**config.mk**
```make
export PLATFORM = sky130hd
export DESIGN_NAME = rv32i_mem_arbiter
export DESIGN_NICKNAME = d
export VERILOG_FILES = /design/src/rtl/rv32i_mem_arbiter.sv
export SDC_FILE = /design/constraint.sdc
export NUM_CORES = 1
export LEC_CHECK = 0
export CAP_MARGIN = 20
export CORE_AREA = 2 2 107 109
export DETAILED_ROUTE_END_ITERATION = 6
export DIE_AREA = 0 0 109 111
export DONT_BUFFER_PORTS = 1
export SYNTH_ARGS = -nofsm -noshare
export SYNTH_HDL_FRONTEND = slang
export SYNTH_SLANG_ARGS = --single-unit
```
**constraint.sdc**
```tcl
create_clock -name clk -period 3.19 [get_ports clk]
set_input_delay 0.638 -clock clk [delete_from_list [all_inputs] [get_ports clk]]
set_output_delay 0.638 -clock clk [all_outputs]
set_load 0.02 [all_outputs]
```
**src/rtl/rv32i_mem_arbiter.sv**
```systemverilog
// Arbiter sharing one fixed-latency single-port memory between the fetch and
// load/store stages: one transaction in flight, D has priority, IF is starvation-guarded.
module rv32i_mem_arbiter #(
  parameter int unsigned AW         = 32,
  parameter int unsigned DW         = 32,
  parameter int unsigned MEM_LAT    = 2,
  parameter int unsigned STARVE_MAX = 4
) (
  input  logic            clk,
  input  logic            RN,
  input  logic            if_req,
  input  logic [AW-1:0]   if_addr,
  output logic            if_gnt,
  output logic            if_rvalid,
  output logic [DW-1:0]   if_rdata,
  input  logic            d_req,
  input  logic            d_we,
  input  logic [AW-1:0]   d_addr,
  input  logic [DW-1:0]   d_wdata,
  input  logic [DW/8-1:0] d_wstrb,
  output logic            d_gnt,
  output logic            d_rvalid,
  output logic [DW-1:0]   d_rdata,
  output logic            mem_en,
  output logic            mem_we,
  output logic [AW-1:0]   mem_addr,
  output logic [DW-1:0]   mem_wdata,
  output logic [DW/8-1:0] mem_wstrb,
  input  logic [DW-1:0]   mem_rdata
);

  typedef enum logic {IDLE, WAIT} state_t;

  state_t     state_q, state_d;
  logic [3:0] cnt_q, cnt_d;
  logic       owner_q, owner_d;        // 1 = D owns the in-flight transaction
  logic       owner_we_q, owner_we_d;
  logic [3:0] starve_q, starve_d;

  logic starved;
  logic grant_d;
  logic grant_if;
  logic rsp_fire;

  assign starved  = if_req && (starve_q == 4'(STARVE_MAX));
  assign grant_d  = (state_q == IDLE) && d_req && !starved;
  assign grant_if = (state_q == IDLE) && if_req && !grant_d;
  assign rsp_fire = (state_q == WAIT) && (cnt_q == 4'd0);

  always_ff @(posedge clk) begin
    if (RN) begin
      state_q    <= IDLE;
      cnt_q      <= 4'd0;
      owner_q    <= 1'b0;
      owner_we_q <= 1'b0;
      starve_q   <= 4'd0;
    end else begin
      state_q    <= state_d;
      cnt_q      <= cnt_d;
      owner_q    <= owner_d;
      owner_we_q <= owner_we_d;
      starve_q   <= starve_d;
    end
  end

  always_comb begin
    state_d    = state_q;
    cnt_d      = cnt_q;
    owner_d    = owner_q;
    owner_we_d = owner_we_q;
    starve_d   = starve_q;
    case (state_q)
      IDLE: begin
        if (grant_d || grant_if) begin
          state_d    = WAIT;
          cnt_d      = 4'(MEM_LAT - 1);
          owner_d    = grant_d;
          owner_we_d = grant_d && d_we;
        end
        // Only D wins that happen while IF waits count towards starvation
        if (!if_req || grant_if) begin
          starve_d = 4'd0;
        end else if (grant_d && (starve_q != 4'hF)) begin
          starve_d = starve_q + 4'd1;
        end
      end
      WAIT: begin
        if (cnt_q != 4'd0) begin
          cnt_d = cnt_q - 4'd1;
        end else begin
          state_d = IDLE;
        end
      end
      default: state_d = IDLE;
    endcase
  end

  always_comb begin
    if_gnt    = 1'b0;
    d_gnt     = 1'b0;
    if_rvalid = 1'b0;
    d_rvalid  = 1'b0;
    if_rdata  = '0;
    d_rdata   = '0;
    mem_en    = 1'b0;
    mem_we    = 1'b0;
    mem_addr  = '0;
    mem_wdata = '0;
    mem_wstrb = '0;
    if (!RN) begin
      if (grant_d) begin
        d_gnt     = 1'b1;
        mem_en    = 1'b1;
        mem_we    = d_we;
        mem_addr  = d_addr;
        mem_wdata = d_wdata;
        mem_wstrb = d_wstrb;
      end else if (grant_if) begin
        if_gnt   = 1'b1;
        mem_en   = 1'b1;
        mem_addr = if_addr;
      end
      // Write completions are acknowledged with zero data
      if (rsp_fire) begin
        if (owner_q) begin
          d_rvalid = 1'b1;
          d_rdata  = owner_we_q ? '0 : mem_rdata;
        end else begin
          if_rvalid = 1'b1;
          if_rdata  = mem_rdata;
        end
      end
    end
  end

endmodule

```
==> flow_metrics.env, run 1 <==
export IMPL_drive_above_1_share_pct=18.40
export IMPL_synth_cells=300
export IMPL_worstSetupPathType="register to primary output"
export IMPL_fillers=1241
export IMPL_core_mm2=0.01108
export IMPL_combPwrFrac_pct=43.3
export IMPL_chipHeight_um=111
export IMPL_ys_ff_latch=11
export IMPL_max_slew_margin_pct=44.36
export IMPL_synth_edff_count=0
export IMPL_ant_nets=0
export IMPL_cts_htree_levels=1
export IMPL_clk_pin_slew_ns=0.04
export IMPL_maxCapViolations=0
export IMPL_wl_um=8916
export IMPL_hold_viol_final=0
export IMPL_async_flop_share_pct=0
export IMPL_wire_per_inst_um=20.50
export IMPL_cts_root_buf="clkbuf_16"
export IMPL_grt_setup_unrepaired="false"
export IMPL_sw_frac_of_total_pct=41.31
export IMPL_peakVddDrop_mv=0.1711
export IMPL_place_inst=427
export IMPL_synth_top_cell_by_area="and2_1"
export IMPL_drt_iter0_markers=122
export IMPL_intPower_mw=0.3904
export IMPL_avgViaCountPerCell=5.156
export IMPL_via_count=2243
export IMPL_skew_ns=0.0006796
export IMPL_power_density_mw_per_mm2=287.2
export IMPL_syn_to_final_growth_pct=10.44
export IMPL_syn_cell_area_mm2=0.002097
export IMPL_required_ns=2.55
export IMPL_num_io_pins=275
export IMPL_synthTopCellsByArea="and2_1 31%, o211ai_1 12%, o21ai_2 12%, dfxtp_1 11%, nand2_1 6.3%"
export IMPL_row_count=39
export IMPL_critPathArrivalTime_ns=2.30
export IMPL_switching_power_mw=0.2747
export IMPL_postCtsSetupBuffers=0
export IMPL_max_clock_path_buffers=2
export IMPL_outcome="completed"
export IMPL_clock_sinks=11
export IMPL_first_pass_iters=5
export IMPL_yosysSeqAreaShare_pct=10.50
export IMPL_grt_max_degree=40
export IMPL_min_period_over_period_pct=92.01
export IMPL_final_cells=435
export IMPL_worst_pin_slew_ns=0.8336
export IMPL_yosysMostFrequentCell="and2_1"
export IMPL_portBuffers=0
export IMPL_drc=0
export IMPL_setup_viol=0
export IMPL_dp_hpwl_um=7504
export IMPL_cp_max_fo=29
export IMPL_synth_ff_type="dfxtp_1"
export IMPL_whs_ns=0.4687
export IMPL_die_x_um=109
export IMPL_postCtsResizedCells=0
export IMPL_antenna_found_initial=5
export IMPL_finalSetupTns_ns=0
export IMPL_cts_tree="done"
export IMPL_start_util_pct=18.93
export IMPL_slew_viol_final=0
export IMPL_synth_cell_types=38
export IMPL_end_kind="primary output"
export IMPL_grt_pass1_vias=2005
export IMPL_start_kind="register"
export IMPL_synth_common_cells="103 x and2_1, 35 x nand2_1, 34 x o211ai_1"
export IMPL_grt_ovfl_total=0
export IMPL_ctsHoldBuffers=0
export IMPL_pwr_share_seq_pct=22.7
export IMPL_clock_power_share_pct=34.0
export IMPL_cts_buffers=3
export IMPL_track_usage_pct=13.28
export IMPL_synth_top_area_share_pct=30.73
export IMPL_avgSynthCellArea_um2=6.990
export IMPL_ys_warn_count=0
export IMPL_fmax_mhz=340.7
export IMPL_grt_first_pass_wirelength_um=12130
export IMPL_power_leakage_nw=0.8437
export IMPL_synth_nets=440
export IMPL_nNetsFinal=429
export IMPL_gp_congestion=0.8044
export IMPL_dieArea_mm2=0.01210
export IMPL_clk_latency_ns=0.23
export IMPL_min_period_ns=2.935
export IMPL_hold_path_class="input pin to register"
[registers in the layout (all words and copies together) (netlist names)]
signal and count:
cnt_q 4, owner_q 1, owner_we_q 1, starve_q 4
state_q 1
[stage by stage]
| stage | worst slack [ns] | power, mW | instance area (µm²) | util [%] |
|---|---|---|---|---|
| after floorplan | 0.7816 | 0.4072 | 2097 | - |
| after global placement | 0.5824 | 0.4368 | 2227 | 20.11 |
| after detailed placement | 0.5179 | 0.4424 | 2227 | 20.11 |
| after CTS | 0.2695 | 0.6693 | 2306 | 20.82 |
| after global routing | 0.1509 | 0.6999 | 2316 | 20.91 |
| final | 0.2550 | 0.6651 | 2316 | 20.91 |
[cell families (layout without fill, tap and decap cells)]
family,after synthesis,in the layout,synth area share [%]
and+or+nand+nor,163,163,47.14
AOI/OAI and AO/OA,82,82,29.65
buffers and inverters,38,26,9.546
DFF,11,11,10.50
adders and majority gates,3,3,1.790
muxes,2,2,0.9547
xor gates and xnor gates,1,1,0.4177
other,0,4,0
[area by class of cell]
type	instances	area (µm²)	share of cell area, %
multi-input combinational	251	1689	72.93
sequential	11	220.2	9.508
tap	143	178.9	7.726
timing repair buffer	15	112.6	4.862
clock buffer	4	78.83	3.404
inverter	7	26.28	1.135
antenna	4	10.01	0.4322
[placed cells by master (no fill, tap or decap), types with 2 or more instances in the layout]
cell type	Yosys	final
o21ai_0	8	8
ha_1	3	3
inv_1	7	7
buf_4	1	15
o211ai_1	34	34
mux2i_1	2	2
o21ai_2	28	28
nor3b_1	2	2
nand2_1	35	35
and4b_1	2	2
a21oi_1	5	5
nand4_1	3	3
or3_1	2	2
diode_2	0	4
dfxtp_1	11	11
nor2_1	3	3
clkbuf_16	0	3
and2_1	103	103
nand2b_1	3	3
[routing by layer]
metal | track usage [%] | wire length [µm] | vias up
met4 | 1.026 | 27 | 2
li1 | - | - | 1002
met1 | 14.33 | 3291 | 1049
met3 | 3.057 | 824 | 6
met5 | 0 | 11 | -
met2 | 26.42 | 4760 | 184
[final timing paths]
path | start | endpoint | slack [ns] | cells after the start
setup / recovery | starve_q[0] | mem_addr[24] | 0.25 | 6
hold / removal | RN | owner_q | 0.47 | 1
setup reg to reg | starve_q[0] | owner_we_q | 1.35 | 7
hold reg to reg | starve_q[0] | starve_q[0] | 0.50 | 2
[power groups by stage]
stage | Sequential [mW] | Combinational [mW] | Clock [mW]
after floorplan | 0.151 | 0.256 | 0
after global placement | 0.153 | 0.284 | 0
after detailed placement | 0.153 | 0.289 | 0
after CTS | 0.151 | 0.290 | 0.228
after global routing | 0.152 | 0.312 | 0.236
final | 0.151 | 0.288 | 0.226
[worst max-delay path, cell delays in order (launching register included)]
cell and delay, ns:
dfxtp_1 0.37, inv_1 0.08, ha_1 0.23, and4b_1 0.19
or2_2 0.58, buf_4 0.31, o21ai_2 0.27
(Power assumes the default switching activity.)
==> inputs of run 2 (changes only) <==
==> constraint.sdc (replaced) <==
create_clock -name clk -period 2.5 [get_ports clk]
set_input_delay 0.5 -clock clk [delete_from_list [all_inputs] [get_ports clk]]
set_output_delay 0.5 -clock clk [all_outputs]
set_load 0.02 [all_outputs]
==> flow_metrics.env, run 2 (synthesis results as in run 1) <==
export IMPL_start_kind="register"
export IMPL_worstSetupPathType="register to primary output"
export IMPL_die_x_um=109
export IMPL_maxCapViolations=0
export IMPL_dieArea_mm2=0.01210
export IMPL_required_ns=2.00
export IMPL_core_mm2=0.01108
export IMPL_power_density_mw_per_mm2=346.3
export IMPL_final_cell_mix="66 x and2_1, 35 x nand2_1, 34 x o211ai_1, 28 x o21ai_2, 28 x and2_4"
export IMPL_hold_viol_final=0
export IMPL_min_period_ns=2.432
export IMPL_grt_ovfl_total=0
export IMPL_grt_pass1_vias=2044
export IMPL_syn_to_final_growth_pct=25.60
export IMPL_grt_first_pass_wirelength_um=12240
export IMPL_cts_htree_levels=1
export IMPL_hold_path_class="input pin to register"
export IMPL_critPathArrivalTime_ns=1.93
export IMPL_cts_root_buf="clkbuf_16"
export IMPL_place_area_mm2=0.002257
export IMPL_setup_viol=0
export IMPL_startpoint="starve_q[0]"
export IMPL_intPower_mw=0.5438
export IMPL_reg2reg_slack_ns=0.85
export IMPL_first_pass_iters=6
export IMPL_whs_ns=0.3197
export IMPL_clk_latency_ns=0.24
export IMPL_drt_iter0_markers=97
export IMPL_avgViaCountPerCell=5.206
export IMPL_mostFrequentLayoutCell="and2_1"
export IMPL_min_period_over_period_pct=97.30
export IMPL_crit_end="mem_wdata[21]"
export IMPL_start_util_pct=18.93
export IMPL_via_count=2322
export IMPL_clock_sinks=11
export IMPL_fillers=1238
export IMPL_dp_hpwl_um=7572
export IMPL_power_leakage_nw=1.004
export IMPL_wire_per_inst_um=21.63
export IMPL_clock_power_share_pct=32.4
export IMPL_grt_max_degree=40
export IMPL_worst_pin_slew_ns=0.5210
export IMPL_fmax_mhz=411.1
export IMPL_switching_power_mw=0.3683
export IMPL_ctsHoldBuffers=0
export IMPL_slew_viol_final=0
export IMPL_row_count=39
export IMPL_outcome="completed"
export IMPL_max_clock_path_buffers=2
export IMPL_end_kind="primary output"
export IMPL_wl_um=9647
export IMPL_drc=0
export IMPL_peakVddDrop_mv=0.2100
export IMPL_reg_top3="cnt_q: 4 flops, starve_q: 4 flops"
export IMPL_setup_ws_ns=0.06756
export IMPL_nNetsFinal=442
export IMPL_gp_congestion=0.8281
export IMPL_worst_r2r_cell_count=8
export IMPL_post_route_util_pct=23.78
export IMPL_num_io_pins=275
export IMPL_r2r_start="starve_q[0]"
export IMPL_combPwrFrac_pct=46.6
export IMPL_track_usage_pct=13.47
export IMPL_drive_above_1_share_pct=35.55
export IMPL_skew_ns=0.002642
export IMPL_place_ws_ns=0.1684
export IMPL_clk_pin_slew_ns=0.04
export IMPL_chipHeight_um=111
export IMPL_cts_buffers=3
export IMPL_multiInputGateArea_mm2=0.001777
export IMPL_ant_nets=0
export IMPL_cts_tree="done"
export IMPL_portBuffers=0
export IMPL_antenna_found_initial=2
export IMPL_reg2reg_to="owner_we_q"
export IMPL_final_area_mm2=0.002634
export IMPL_cp_max_fo=8
export IMPL_pwr_share_seq_pct=21.0
export IMPL_sw_frac_of_total_pct=40.38
export IMPL_max_slew_margin_pct=65.19
export IMPL_seq_area_um2=222.7
## run 2: cell types whose count changed in the layout (fill, tap and decap cells not counted), sizes merged
cell / before / now
clkbuf: 4 / 8
buf: 15 / 24
diode: 4 / 2
## run 2: worst max-delay path: stages, from the launching register on
cell and delay (ns):
dfxtp_2 0.33, inv_1 0.06, ha_2 0.18, and4b_2 0.26, buf_12 0.15, nor3_4 0.21, buf_6 0.17, clkbuf_16 0.15
and2_4 0.17
## run 2: routing by layer
metal	part of all wire [%]	track usage [%]	routed length, µm	vias up
li1	-	-	-	1032
met1	35	14.46	3395	1098
met2	53	25.67	5146	184
met3	10	4.056	989	8
met4	1.2	2.137	115	0
met5	0	0	0	-
## run 2: power groups by stage
stage               sequential, mW  combinational [mW]  clock (mW)
CTS                          0.192               0.385       0.296
global placement             0.194               0.372           0
floorplan                    0.193               0.327           0
detailed placement           0.195               0.377           0
finish                       0.192               0.425       0.296
global route                 0.193               0.456       0.306
## run 2: stage by stage
| stage | setup TNS [ns] | instances | total power, mW |
|---|---|---|---|
| after detailed placement | 0 | 426 | 0.5724 |
| after global routing | -0.1450 | 446 | 0.9548 |
| final | 0 | 446 | 0.9121 |
| after global placement | 0 | 426 | 0.5658 |
| after floorplan | 0 | 300 | 0.5196 |
| after CTS | 0 | 430 | 0.8732 |
## run 2: worst min path at each step
stage,start,endpoint,slack (ns),cells after the start
after floorplan,starve_q[1],starve_q[1],0.46,2
after global placement,starve_q[1],starve_q[1],0.47,2
after detailed placement,starve_q[1],starve_q[1],0.49,2
after CTS,RN,owner_q,0.32,1
after global routing,RN,owner_q,0.32,1
final,RN,owner_q,0.32,1
## run 2: what timing repair did
item                                    4_1_cts  5_1_grt
endpoints found under the setup margin       58       51
resized for setup                            38       37
pin swaps                                     0        8
buffers inserted                              0        8
gates cloned                                  0        6
## run 2: area by class of cell
| cell class | count | share of cell area (%) |
|---|---|---|
| Inverter | 7 | 0.9976 |
| Antenna cell | 2 | 0.1900 |
| Clock buffer | 4 | 2.993 |
| Tap cell | 143 | 6.793 |
| Timing Repair Buffer | 28 | 13.11 |
| Multi-Input combinational cell | 251 | 67.46 |
| Sequential cell | 11 | 8.456 |
==> inputs of run 3 (changes only) <==
--- a/config.mk
+++ b/config.mk
@@ -6,9 +6,9 @@
 export NUM_CORES = 1
 export LEC_CHECK = 0
 export CAP_MARGIN = 20
-export CORE_AREA = 2 2 107 109
+export CORE_AREA = 2 2 106 108
 export DETAILED_ROUTE_END_ITERATION = 6
-export DIE_AREA = 0 0 109 111
+export DIE_AREA = 0 0 108 110
 export DONT_BUFFER_PORTS = 1
 export SYNTH_ARGS = -nofsm -noshare
 export SYNTH_HDL_FRONTEND = slang
==> constraint.sdc (replaced) <==
create_clock -name clk -period 2.5 [get_ports clk]
set_input_delay 0.125 -clock clk [delete_from_list [all_inputs] [get_ports clk]]
set_output_delay 0.125 -clock clk [all_outputs]
set_load 0.02 [all_outputs]
==> flow_metrics.env, run 3 (synthesis results as in run 1) <==
export IMPL_cts_buffers=3
export IMPL_cts_htree_levels=1
export IMPL_first_pass_iters=4
export IMPL_cp_max_fo=33
export IMPL_avgViaCountPerCell=5.193
export IMPL_setup_ws_ns=0.2939
export IMPL_power_leakage_nw=0.8341
export IMPL_die_x_um=108
export IMPL_route_met3_wl_um=928
export IMPL_seq_area_um2=220.2
export IMPL_place_ws_ns=0.3749
export IMPL_critPathMostFrequentCell="buf_4"
export IMPL_wl_met1_um=3125
export IMPL_reg2reg_to="owner_we_q"
export IMPL_skew_ns=0.002685
export IMPL_worstPathCellList="inv_1 > ha_1 > and4b_1 > buf_4 > nor3_4 > buf_4 > and2_1"
export IMPL_hold_path_class="input pin to register"
export IMPL_track_usage_pct=13.01
export IMPL_sw_frac_of_total_pct=46.81
export IMPL_slowest_delay_ns=0.36
export IMPL_setup_viol=0
export IMPL_outcome="completed"
export IMPL_peakVddDrop_mv=0.1732
export IMPL_nNetsFinal=430
export IMPL_wl_um=8734
export IMPL_max_slew_margin_pct=35.11
export IMPL_grt_pass1_vias=2063
export IMPL_worst_r2r_cell_count=7
export IMPL_grt_first_pass_wirelength_um=11720
export IMPL_dr_wl_met2_um=4612
export IMPL_via_count=2233
export IMPL_combPwrFrac_pct=49.7
export IMPL_intPower_mw=0.3979
export IMPL_gp_congestion=0.8674
export IMPL_reg2reg_slack_ns=0.74
export IMPL_cts_root_buf="clkbuf_8"
export IMPL_finalSetupTns_ns=0
export IMPL_wire_per_inst_um=20.31
export IMPL_postCtsSetupBuffers=0
export IMPL_fmax_mhz=453.3
export IMPL_drive_above_1_share_pct=18.34
export IMPL_multiInputGateArea_mm2=0.001692
export IMPL_grt_max_degree=35
export IMPL_reg_top3="cnt_q: 4 flops, starve_q: 4 flops"
export IMPL_start_util_pct=19.60
export IMPL_hold_viol_final=0
export IMPL_clk_pin_slew_ns=0.05
export IMPL_syn_to_final_growth_pct=8.890
export IMPL_clock_sinks=11
export IMPL_core_mm2=0.01070
export IMPL_dieArea_mm2=0.01188
export IMPL_routed_top_layer="met5"
export IMPL_end_kind="primary output"
export IMPL_critPathArrivalTime_ns=2.08
export IMPL_power_density_mw_per_mm2=327.6
export IMPL_start_kind="register"
export IMPL_clock_power_share_pct=24.7
export IMPL_crit_end="mem_wdata[24]"
export IMPL_num_io_pins=275
export IMPL_cts_tree="done"
export IMPL_maxCapViolations=0
export IMPL_max_clock_path_buffers=2
export IMPL_row_count=38
export IMPL_r2r_start="starve_q[0]"
export IMPL_critPathSlowestCell="dfxtp_1"
export IMPL_mostFrequentLayoutCell="and2_1"
export IMPL_fillers=1207
export IMPL_portBuffers=0
export IMPL_startpoint="starve_q[0]"
export IMPL_switching_power_mw=0.3501
export IMPL_dp_hpwl_um=7449
export IMPL_ant_nets=0
export IMPL_grt_ovfl_total=0
export IMPL_clk_latency_ns=0.24
export IMPL_required_ns=2.38
export IMPL_worstSetupPathType="register to primary output"
export IMPL_pwr_share_seq_pct=25.6
export IMPL_worst_pin_slew_ns=0.9723
export IMPL_antenna_found_initial=1
export IMPL_min_period_ns=2.206
export IMPL_chipHeight_um=110
export IMPL_drt_iter0_markers=206
export IMPL_final_cell_mix="103 x and2_1, 35 x nand2_1, 34 x o211ai_1, 28 x o21ai_2, 15 x buf_4"
export IMPL_drc=0
export IMPL_slew_viol_final=0
export IMPL_grt_setup_unrepaired="false"
export IMPL_min_period_over_period_pct=88.25
[run 3: cell count changes in the layout (fill, tap and decap cells not counted), sizes merged]
cell         before  now
clkbuf            8    4
buf              24   15
diode             2    1
dlygate4sd3       0    1
[run 3: worst min path at each step]
stage	to	cells past startpoint	slack [ns]	start
2_1_floorplan	owner_we_q	1	0.25	d_we
3_3_place_gp	owner_q	1	0.19	RN
3_5_place_dp	owner_q	1	0.20	RN
4_1_cts	owner_we_q	1	0.003	d_we
5_1_grt	owner_we_q	1	0.02	d_we
6_report	owner_we_q	1	0.006	d_we
[run 3: critical path, delay by kind of cell (launching register included)]
kind | cells | cell delay [ns]
adders and majority gates | 1 | 0.23
buffers and inverters | 3 | 0.58
DFF | 1 | 0.36
and+or+nand+nor | 3 | 0.66
[run 3: per-layer routing]
layer  global-route usage, %  vias up
met4                   1.648        2
met5                       0        -
met2                   24.93      183
li1                        -     1012
met3                   3.645        6
met1                   14.68     1030
[run 3: power groups by stage]
stage	sequential (mW)	clock, mW	combinational [mW]
floorplan	0.193	0	0.327
CTS	0.191	0.192	0.372
global placement	0.195	0	0.360
global route	0.192	0.199	0.399
detailed placement	0.195	0	0.369
finish	0.192	0.185	0.372
[run 3: timing repair]
item / CTS / global route
resized for setup: 0 / 1
setup endpoints to repair: 0 / 4
endpoints found under the hold margin: 4 / 0
hold buffers: 1 / 0
[run 3: per-stage QoR]
step           hold slack, ns  instance area (µm²)  cells  power (mW)  utilization [%]
3_3_place_gp           0.1946                 2223    424      0.5545            20.78
3_5_place_dp           0.1953                 2223    424      0.5642            20.78
5_1_grt               0.01759                 2281    429      0.7898            21.32
2_1_floorplan          0.2508                 2097    300      0.5196                -
4_1_cts              0.002808                 2278    429      0.7555            21.30
6_report             0.006347                 2283    430      0.7480            21.35
[run 3: layout make-up]
class	instances	share of cell area, %
Inverter	7	1.151
Multi-Input combinational cell	251	74.08
Timing Repair Buffer	16	5.370
Antenna cell	1	0.1096
Sequential cell	11	9.644
Clock buffer	4	1.973
Tap cell	140	7.671
